===== src/rtl/paula_audio_mixer.sv =====
// Paula four-channel audio mixer: captured samples become 15-bit left/right mixes,
// each feeding a first-order sigma-delta bitstream. Macro PAULA_LED_FILTER_EN adds the LED low-pass filter.
module paula_audio_mixer #(
  parameter int FILTER_SHIFT = 4
) (
  input  logic        clk,
  input  logic        reset,
  input  logic        clk7_en,
  input  logic        cck,
  input  logic [7:0]  sample0,
  input  logic [7:0]  sample1,
  input  logic [7:0]  sample2,
  input  logic [7:0]  sample3,
  input  logic        led,
  output logic [14:0] ldata,
  output logic [14:0] rdata,
  output logic        left,
  output logic        right
);

  logic [7:0]  hold0_q, hold1_q, hold2_q, hold3_q;
  logic [7:0]  hold0_d, hold1_d, hold2_d, hold3_d;
  logic [8:0]  lsum_q, rsum_q, lsum_d, rsum_d;
  logic [14:0] lmix_q, rmix_q, lmix_d, rmix_d;
  logic [14:0] ly_q, ry_q, ly_d, ry_d;
  logic [15:0] lacc_q, racc_q, lacc_d, racc_d;
  logic [14:0] lu, ru;

  always_comb begin
    hold0_d = hold0_q;
    hold1_d = hold1_q;
    hold2_d = hold2_q;
    hold3_d = hold3_q;
    if (clk7_en && cck) begin
      hold0_d = sample0;
      hold1_d = sample1;
      hold2_d = sample2;
      hold3_d = sample3;
    end
  end

  // Sum and mix stages read the pre-edge holding/sum values, so a capture on the
  // same edge only shows up one stage later.
  always_comb begin
    lsum_d = lsum_q;
    rsum_d = rsum_q;
    lmix_d = lmix_q;
    rmix_d = rmix_q;
    if (clk7_en) begin
      lsum_d = {hold1_q[7], hold1_q} + {hold2_q[7], hold2_q};
      rsum_d = {hold0_q[7], hold0_q} + {hold3_q[7], hold3_q};
      lmix_d = {lsum_q, 6'b0};
      rmix_d = {rsum_q, 6'b0};
    end
  end

`ifdef PAULA_LED_FILTER_EN
  logic signed [15:0] ldiff, rdiff, lstep, rstep, lnext, rnext;
  logic [1:0]         unused_carry;

  assign ldiff = $signed({lmix_q[14], lmix_q}) - $signed({ly_q[14], ly_q});
  assign rdiff = $signed({rmix_q[14], rmix_q}) - $signed({ry_q[14], ry_q});
  assign lstep = ldiff >>> FILTER_SHIFT;
  assign rstep = rdiff >>> FILTER_SHIFT;
  // y always lies between its old value and x, so bit 15 never carries information.
  assign lnext = $signed({ly_q[14], ly_q}) + lstep;
  assign rnext = $signed({ry_q[14], ry_q}) + rstep;
  assign unused_carry = {lnext[15], rnext[15]};

  always_comb begin
    ly_d = ly_q;
    ry_d = ry_q;
    if (clk7_en) begin
      ly_d = led ? lnext[14:0] : lmix_q;
      ry_d = led ? rnext[14:0] : rmix_q;
    end
  end
`else
  logic              unused_led;
  localparam int     unused_shift = FILTER_SHIFT;

  assign unused_led = led;

  always_comb begin
    ly_d = ly_q;
    ry_d = ry_q;
    if (clk7_en) begin
      ly_d = lmix_q;
      ry_d = rmix_q;
    end
  end
`endif

  // Offset-binary conversion: -16384 maps to 0, +16383 to 32767.
  assign lu = {~ly_q[14], ly_q[13:0]};
  assign ru = {~ry_q[14], ry_q[13:0]};

  always_comb begin
    lacc_d = {1'b0, lacc_q[14:0]} + {1'b0, lu};
    racc_d = {1'b0, racc_q[14:0]} + {1'b0, ru};
  end

  always_ff @(posedge clk) begin
    if (reset) begin
      hold0_q <= '0;
      hold1_q <= '0;
      hold2_q <= '0;
      hold3_q <= '0;
      lsum_q  <= '0;
      rsum_q  <= '0;
      lmix_q  <= '0;
      rmix_q  <= '0;
      ly_q    <= '0;
      ry_q    <= '0;
      lacc_q  <= '0;
      racc_q  <= '0;
    end else begin
      hold0_q <= hold0_d;
      hold1_q <= hold1_d;
      hold2_q <= hold2_d;
      hold3_q <= hold3_d;
      lsum_q  <= lsum_d;
      rsum_q  <= rsum_d;
      lmix_q  <= lmix_d;
      rmix_q  <= rmix_d;
      ly_q    <= ly_d;
      ry_q    <= ry_d;
      lacc_q  <= lacc_d;
      racc_q  <= racc_d;
    end
  end

  assign ldata = ly_q;
  assign rdata = ry_q;
  assign left  = lacc_q[15];
  assign right = racc_q[15];

endmodule

===== config.mk =====
export PLATFORM = sky130hd
export DESIGN_NAME = paula_audio_mixer
export DESIGN_NICKNAME = d
export VERILOG_FILES = /design/src/rtl/paula_audio_mixer.sv
export SDC_FILE = /design/constraint.sdc
export NUM_CORES = 1
export LEC_CHECK = 0
export CAP_MARGIN = 20
export CORE_MARGIN = 3
export CORE_UTILIZATION = 35
export DETAILED_ROUTE_END_ITERATION = 8
export SYNTH_ARGS = -nofsm -noshare
export SYNTH_HDL_FRONTEND = slang
export SYNTH_SLANG_ARGS = --single-unit

===== constraint.sdc =====
create_clock -name clk -period 1.8 [get_ports clk]
set_input_delay 0.27 -clock clk [delete_from_list [all_inputs] [get_ports clk]]
set_output_delay 0.27 -clock clk [all_outputs]
set_load 0.02 [all_outputs]

# == Yosys cells after proc, flatten, opt, wreduce, memory -nomap -nowiden ==
# Index checks and enable logic that the tools add are counted.
# word_totals
reg_bits,118
out_inout_bits,32
word_cells,19
# op_classes
n_addsub,4
bitwise,2
n_reduce_logical,1
# ops
cell,n
adder 15 x 15 -> 16 bit,2
adder 8 x 8 -> 9 bit,2
NOT 1 bit,2
logical AND 1 bit,1

# == Logic depth before layout (Yosys ltp) ==
# Gate-level depths: netlist of the first run.
# depth
word_depth,2
mapped_depth,8
ltp_nobuf,8

# == Worst setup path after synthesis of the first run ==
# No wires, ideal clock.
# synth_timing
path_kind,register to register
from,register ry_q[6] (netlist: rdata[6])
to,register racc_q[14]
setup_time_ns,0.120
arrival_ns,1.628
slack_ns,0.052
path_stages_with_launch,9
path_cell_list,dfxtp_1 > ha_1 > inv_1 > fa_1 > nor2b_1 > o2111ai_1 > nand3_1 > and3_1 > nor3_1
# synth_between
elab_chain_cells,1
# synth_lines
item,line_no,rtl
start: declaration,25,"logic [14:0] ly_q, ry_q, ly_d, ry_d;"
start signal: assignment,127,ry_q <= ry_d;
adder 15 x 15 -> 16 bit,100,"racc_d = {1'b0, racc_q[14:0]} + {1'b0, ru};"
end signal: assignment,129,racc_q <= racc_d;
end: declaration,26,"logic [15:0] lacc_q, racc_q, lacc_d, racc_d;"
# Every way passes these cells.
# A chain may end at the register's enable or synchronous reset.

# == Worst setup path in the final report of the first run ==
# layout_timing
from,register hold1_q[0]
to,register lsum_q[8]
# layout_between
elab_chain_cells,1
# layout_lines
item,line_no,rtl
start: declaration,21,"logic [7:0] hold0_q, hold1_q, hold2_q, hold3_q;"
start signal: assignment,119,hold1_q <= hold1_d;
adder 8 x 8 -> 9 bit,50,"lsum_d = {hold1_q[7], hold1_q} + {hold2_q[7], hold2_q};"
end signal: assignment,122,lsum_q <= lsum_d;
end: declaration,23,"logic [8:0] lsum_q, rsum_q, lsum_d, rsum_d;"
# Every way passes these cells.

==> results of run 1 <==
-- synthesized netlist by cell type (7+ instances only) --
| cell type | number |
|---|---|
| nor2b_1 | 8 |
| a21o_1 | 10 |
| nor2_1 | 72 |
| buf_2 | 9 |
| o21ai_1 | 9 |
| ha_1 | 34 |
| a31oi_1 | 8 |
| inv_1 | 13 |
| clkbuf_1 | 7 |
| buf_4 | 14 |
| dfxtp_1 | 106 |
| nand2_1 | 79 |
| xnor2_1 | 12 |
| a21oi_1 | 44 |
| mux2i_1 | 44 |
-- cell type report --
class                           instances  area [um2]  share of cell area [%]
Inverter                               13       48.80                  0.8120
Tap cell                              176       220.2                   3.664
Clock buffer                            9       225.2                   3.748
Timing Repair Buffer                   67       673.1                   11.20
Sequential cell                       106        2123                   35.33
Clock inverter                          7       55.05                  0.9161
Multi-Input combinational cell        406        2664                   44.33
-- worst reg2reg max path, delay by kind of cell (launching register included) --
family	cells	cell delay, ns
and+or+nand+nor	2	0.26
AOI/OAI and AO/OA	3	0.47
DFF	1	0.32
adders and majority gates	2	0.61
-- state kept, by name (all words and copies together) (netlist names) --
name,cells
hold1_q,8
rdata,9
hold3_q,8
ldata,9
lacc_q,10
rmix_q,9
racc_q,10
hold0_q,8
hold2_q,8
lmix_q,9
rsum_q,9
lsum_q,9
-- layout by cell type (no fill, tap or decap), drive strengths merged, types with 4 or more instances in the layout --
cell / Yosys / final
a211oi: 6 / 6
a21o: 10 / 10
a21oi: 44 / 44
a31oi: 8 / 8
and3: 4 / 4
buf: 32 / 14
clkbuf: 8 / 9
clkdlybuf4s50: 0 / 53
clkinv: 0 / 4
conb: 1 / 12
dfxtp: 106 / 106
fa: 4 / 4
ha: 34 / 34
inv: 13 / 14
mux2i: 44 / 44
nand2: 79 / 79
nand2b: 6 / 6
nand3: 4 / 4
nand4: 6 / 6
nand4b: 4 / 4
nor2: 74 / 74
nor2b: 8 / 8
nor3: 6 / 6
nor3b: 4 / 4
o2111ai: 4 / 4
o21ai: 16 / 16
or4b: 4 / 4
xnor2: 12 / 12
-- cells by family (layout without fill, tap and decap cells) --
family,after synthesis,count (layout)
and+or+nand+nor,202,202
DFF,106,106
buffers and inverters,53,96
AOI/OAI and AO/OA,96,96
muxes,44,44
adders and majority gates,38,38
other,1,12
xor gates and xnor gates,14,14
-- report_power, final --
group	internal, mW	switching [mW]	total [mW]
clock network	0.948	0.893	1.84
registers	2.42	0.0463	2.47
logic	0.232	0.268	0.500
-- stage by stage --
stage | instance area, um2 | setup TNS, ns
4_1_cts | 5946 | 0
3_5_place_dp | 5665 | 0
6_report | 6010 | 0
5_1_grt | 6010 | -0.008842
3_3_place_gp | 5665 | 0
2_1_floorplan | 5012 | 0
-- routing by layer --
| metal | share of wire [%] | routed length, um |
|---|---|---|
| met1 | 52 | 5258 |
| met2 | 43 | 4355 |
| met3 | 3.8 | 380 |
| met4 | 0.65 | 65 |
| met5 | 0 | 0 |
-- worst paths after layout --
kind | slack [ns] | end | depth (start not counted) | startpoint
worst min register to register | 0.46 | hold3_q[4]$_SDFFE_PP0P_ | 2 | hold3_q[4]$_SDFFE_PP0P_
worst min-delay path | 0.32 | lmix_q[10]$_SDFFE_PP0P_ | 2 | reset
worst max register to register | 0.1 | lsum_q[8]$_SDFFE_PP0P_ | 7 | hold1_q[0]$_SDFFE_PP0P_
worst max-delay path | 0.1 | lsum_q[8]$_SDFFE_PP0P_ | 7 | hold1_q[0]$_SDFFE_PP0P_
-- what timing repair did --
action / 4_1_cts / 5_1_grt
hold endpoints to repair: 0 / 0
setup buffers: 0 / 0
resized for setup: 0 / 16
setup endpoints to repair: 0 / 10
==> impl_metrics.toml, run 1 <==
[outcome]
status = "complete, no violations"

[sta]
rsz0062_at_grt = "yes"
setup_violations = 0
hold_viol = 0
finalWorstSetupSlack_ns = 0.09983
period_minus_slack_ns = 1.700
maxSlewViolCount = 0
finalCritPeriodShare_pct = 94.45
fmaxAchievable_mhz = 588.2
hold_ws_ns = 0.3191
fin_worst_skew_ns = 0.007336

[cts]
clkLatencyLatePin_ns = 0.34
cts_made_buffers = 9
cts_tree = "built"
clkTransAtPathRegs_ns = 0.07
cts_buffer_depth = 2
cts-root-buf = "clkbuf_16"
hold_buffers = 0
cts.sink_count = 106
cts-htree-levels = 3

[floorplanning]
die_w_um = 125.2
ios = 69
dieArea_um2 = 15670
rows = 42
initial_utilization_pct = 36.66
coreArea_um2 = 13560
die_h_um = 125.2

[route]
drc = 0
first_pass_iters = 4
drt_wl_total_um = 10060
routed_via_density = 4.821
drt_iter0_markers = 220
wl_per_cell_um = 12.83
vias = 3780
antenna_left = 0

[global_routing]
grtUsageMet3_pct = 1.834
globalRouteMet1Util_pct = 18.85
grtUsageMet2_pct = 18.79
busiest_layer = "met1"
overflow = 0
grt_max_degree = 33
track_usage_pct = 12.80
grt_pass1_vias = 3515
grt_pass1_wl_um = 17030
antenna_found_initial = 0

[setup_path]
required_ns = 2.08
critical-path-top-delay-family = "adder cells"
path_cells = "ha_1, fa_2, a21o_1, nand2_1, a21oi_2, o2111ai_1, and3_1"
cp_slowest_cell = "fa_2"
critPathArrivalTime_ns = 1.98
worst-setup-path-type = "register to register"
critPathLaunchType = "register"
cp_max_fo = 3
max_stage_delay_ns = 0.36
worst-path-buf-inv = 0
worstSetupEndpointType = "register"

[synth]
asyncSetResetFlopFracSynth_pct = 0
yosys.area.top_type = "dfxtp_1"
synth-compound-area-share_pct = 11.70
avgSynthCellArea_um2 = 8.973
synth_top_family_by_area = "simple AND/OR/NAND/NOR gates"
ys_types = 41
synth_top_area_share_pct = 42.69
synthTopCellsByArea = "dfxtp_1 43%, mux2i_1 8.9%, ha_1 8.6%"
synthCells = 554
synth_seq_cells = 106
synth_edf_count = 0
yosys.area_share.simple_pct = 18.22
yosysWarnings = 0
synth-main-ff-cell = "dfxtp_1"
yosysSeqAreaShare_pct = 42.69
synthAdderAreaFrac_pct = 10.17
syn_area_um2 = 4971
synthMuxAreaShare_pct = 8.860
synth_xor_area_share_pct = 2.467

[power]
irDropWorstVdd_mv = 0.4308
p_leak_nw = 2.555
p_per_area_nw_per_um2 = 800.5
totalPowerFinal_mw = 4.811

[place]
dpl_worst_slack_ns = 0.03947
numPortBuffers = 55
dpl.hpwl_um = 7264
globalplace.congestion = 0.7957
dpl.cell_count = 768

[cells_and_area]
area_growth_pct = 20.89
insertedDiodeCount = 0
nNetsFinal = 678
fillers = 1333
post-route-util_pct = 44.32
finalNonFillerCells = 784
drive_above_1_share_pct = 8.224

[min_path]
hp-class = "input port to register"

[run]
cap_violations = 0
(Power assumes the default switching activity.)
==> run 2, diff against run 1 <==
--- a/config.mk
+++ b/config.mk
@@ -5,7 +5,8 @@
 export SDC_FILE = /design/constraint.sdc
 export NUM_CORES = 1
 export LEC_CHECK = 0
-export CAP_MARGIN = 20
+export ABC_CLOCK_PERIOD_IN_PS = 1700
+export CAP_MARGIN = 10
 export CORE_MARGIN = 3
 export CORE_UTILIZATION = 35
 export DETAILED_ROUTE_END_ITERATION = 8
==> constraint.sdc (replaced) <==
create_clock -name clk -period 1.7 [get_ports clk]
set_input_delay 0.255 -clock clk [delete_from_list [all_inputs] [get_ports clk]]
set_output_delay 0.255 -clock clk [all_outputs]
set_load 0.02 [all_outputs]
==> impl_metrics.toml, run 2 (same netlist as run 1, synthesis figures left out) <==
[run]
cap_violations = 0

[sta]
hold_viol = 0
rsz0062_at_grt = "yes"
fin_worst_skew_ns = 0.006689
finalCritPeriodShare_pct = 96.56
fin_tns_setup_ns = 0
fmaxAchievable_mhz = 609.2
setup_violations = 0
period_minus_slack_ns = 1.641
maxSlewViolCount = 0

[global_routing]
grt_pass1_vias = 3585
antenna_found_initial = 0
grt_pass1_wl_um = 16920
overflow = 0
grt_max_degree = 33
track_usage_pct = 12.77

[place]
dpl.hpwl_um = 7401
placed_cell_area_um2 = 5743
numPortBuffers = 55
globalplace.congestion = 0.7575
dpl.cell_count = 778

[cts]
cts.sink_count = 106
cts-htree-levels = 3
cts_buffer_depth = 2
clkLatencyLatePin_ns = 0.34
cts_tree = "built"
clkTransAtPathRegs_ns = 0.07
cts_made_buffers = 9
cts-root-buf = "clkbuf_16"
hold_buffers = 0

[cells_and_area]
finalNonFillerCells = 795
drive_above_1_share_pct = 14.22
design_area_um2 = 6245
fillers = 1346
nNetsFinal = 689
post-route-util_pct = 46.06
reg.largest.list = "lacc_q: 10 flops, racc_q: 10 flops"
layout_commonest_cell = "dfxtp_1"
layout_common_cells = "91 x dfxtp_1, 79 x nand2_1, 72 x nor2_1"
area_growth_pct = 25.62
insertedDiodeCount = 0

[setup_path]
reg2reg_slack_ns = 0.06
rr_endpoint = "lacc_q[14]$_SDFF_PP0_"
cp_max_fo = 3
path_cells = "ha_4, inv_2, fa_2, nor2b_4, o2111ai_2, nand3_2, and3_4, nor3_2"
worstSetupEndpointType = "register"
critical-path-top-delay-family = "adder cells"
reg2reg_from = "ldata[6]$_SDFFE_PP0P_"
critPathLaunchType = "register"
critPathArrivalTime_ns = 1.87
max_stage_delay_ns = 0.37
required_ns = 1.92
worst-path-buf-inv = 1
worst-setup-path-type = "register to register"
ff2ff_path_depth = 8
cp_slowest_cell = "fa_2"

[min_path]
min_to = "hold3_q[1]$_SDFFE_PP0P_"
hold_start = "reset"
hp-class = "input port to register"
min_path_cells = 2

[floorplanning]
ios = 69
initial_utilization_pct = 36.66
coreArea_um2 = 13560
rows = 42
die_w_um = 125.2
dieArea_um2 = 15670
die_h_um = 125.2

[route]
drt_wl_total_um = 10200
vias = 3874
first_pass_iters = 4
wl_per_cell_um = 12.83
routed_via_density = 4.873
antenna_left = 0
drt_iter0_markers = 156
drc = 0

[power]
irDropWorstVdd_mv = 0.3991
p_leak_nw = 2.669
totalPowerFinal_mw = 5.076
p_per_area_nw_per_um2 = 812.8

[outcome]
status = "complete, no violations"
-- run 2: area by class of cell --
cell class	instances	area (um2)	area share, %
Clock buffer	14	254.0	4.067
Sequential cell	106	2141	34.28
Clock inverter	2	12.51	0.2004
Timing Repair Buffer	78	764.5	12.24
Inverter	13	48.80	0.7814
Multi-Input combinational cell	406	2804	44.90
Tap cell	176	220.2	3.526
-- run 2: worst max path at each step --
| stage | start | to | slack, ns | cells past startpoint |
|---|---|---|---|---|
| 6_report | ldata[6]$_SDFFE_PP0P_ | lacc_q[14]$_SDFF_PP0_ | 0.06 | 8 |
| 5_1_grt | hold3_q[0]$_SDFFE_PP0P_ | rsum_q[8]$_SDFFE_PP0P_ | -0.01 | 7 |
| 4_1_cts | ldata[6]$_SDFFE_PP0P_ | lacc_q[14]$_SDFF_PP0_ | -0.02 | 8 |
| 3_5_place_dp | ldata[6]$_SDFFE_PP0P_ | lacc_q[14]$_SDFF_PP0_ | -0.06 | 8 |
| 3_3_place_gp | ldata[6]$_SDFFE_PP0P_ | lacc_q[14]$_SDFF_PP0_ | -0.008 | 8 |
| 2_1_floorplan | rdata[7]$_SDFFE_PP0P_ | racc_q[14]$_SDFF_PP0_ | 0.02 | 7 |
-- run 2: power by group --
part | total [mW] | leakage (nW) | switching, mW | internal [mW]
clock | 1.90 | 0.127 | 0.862 | 1.03
sequential | 2.63 | 0.868 | 0.0565 | 2.57
combinational | 0.554 | 1.67 | 0.286 | 0.267
total | 5.08 | 2.67 | 1.20 | 3.87
-- run 2: what timing repair did --
action | 4_1_cts | 5_1_grt
cloned | 0 | 0
buffers inserted | 0 | 1
setup endpoints to repair | 8 | 19
gates resized for setup | 6 | 50
pin swaps | 1 | 24
-- run 2: stage by stage --
stage / hold WS [ns] / worst slack (ns)
2_1_floorplan: 0.3910 / 0.01896
6_report: 0.2007 / 0.05850
5_1_grt: 0.2059 / -0.01498
4_1_cts: 0.2037 / -0.01812
3_5_place_dp: 0.4526 / -0.05547
3_3_place_gp: 0.4499 / -0.008332
-- run 2: routing by layer --
layer / wire length [um] / track usage, % / up-vias
met4: 167 / 4.974 / 0
met1: 5256 / 18.23 / 1785
li1: - / - / 1998
met3: 427 / 2.559 / 11
met2: 4346 / 19.01 / 80
met5: 0 / 0 / -
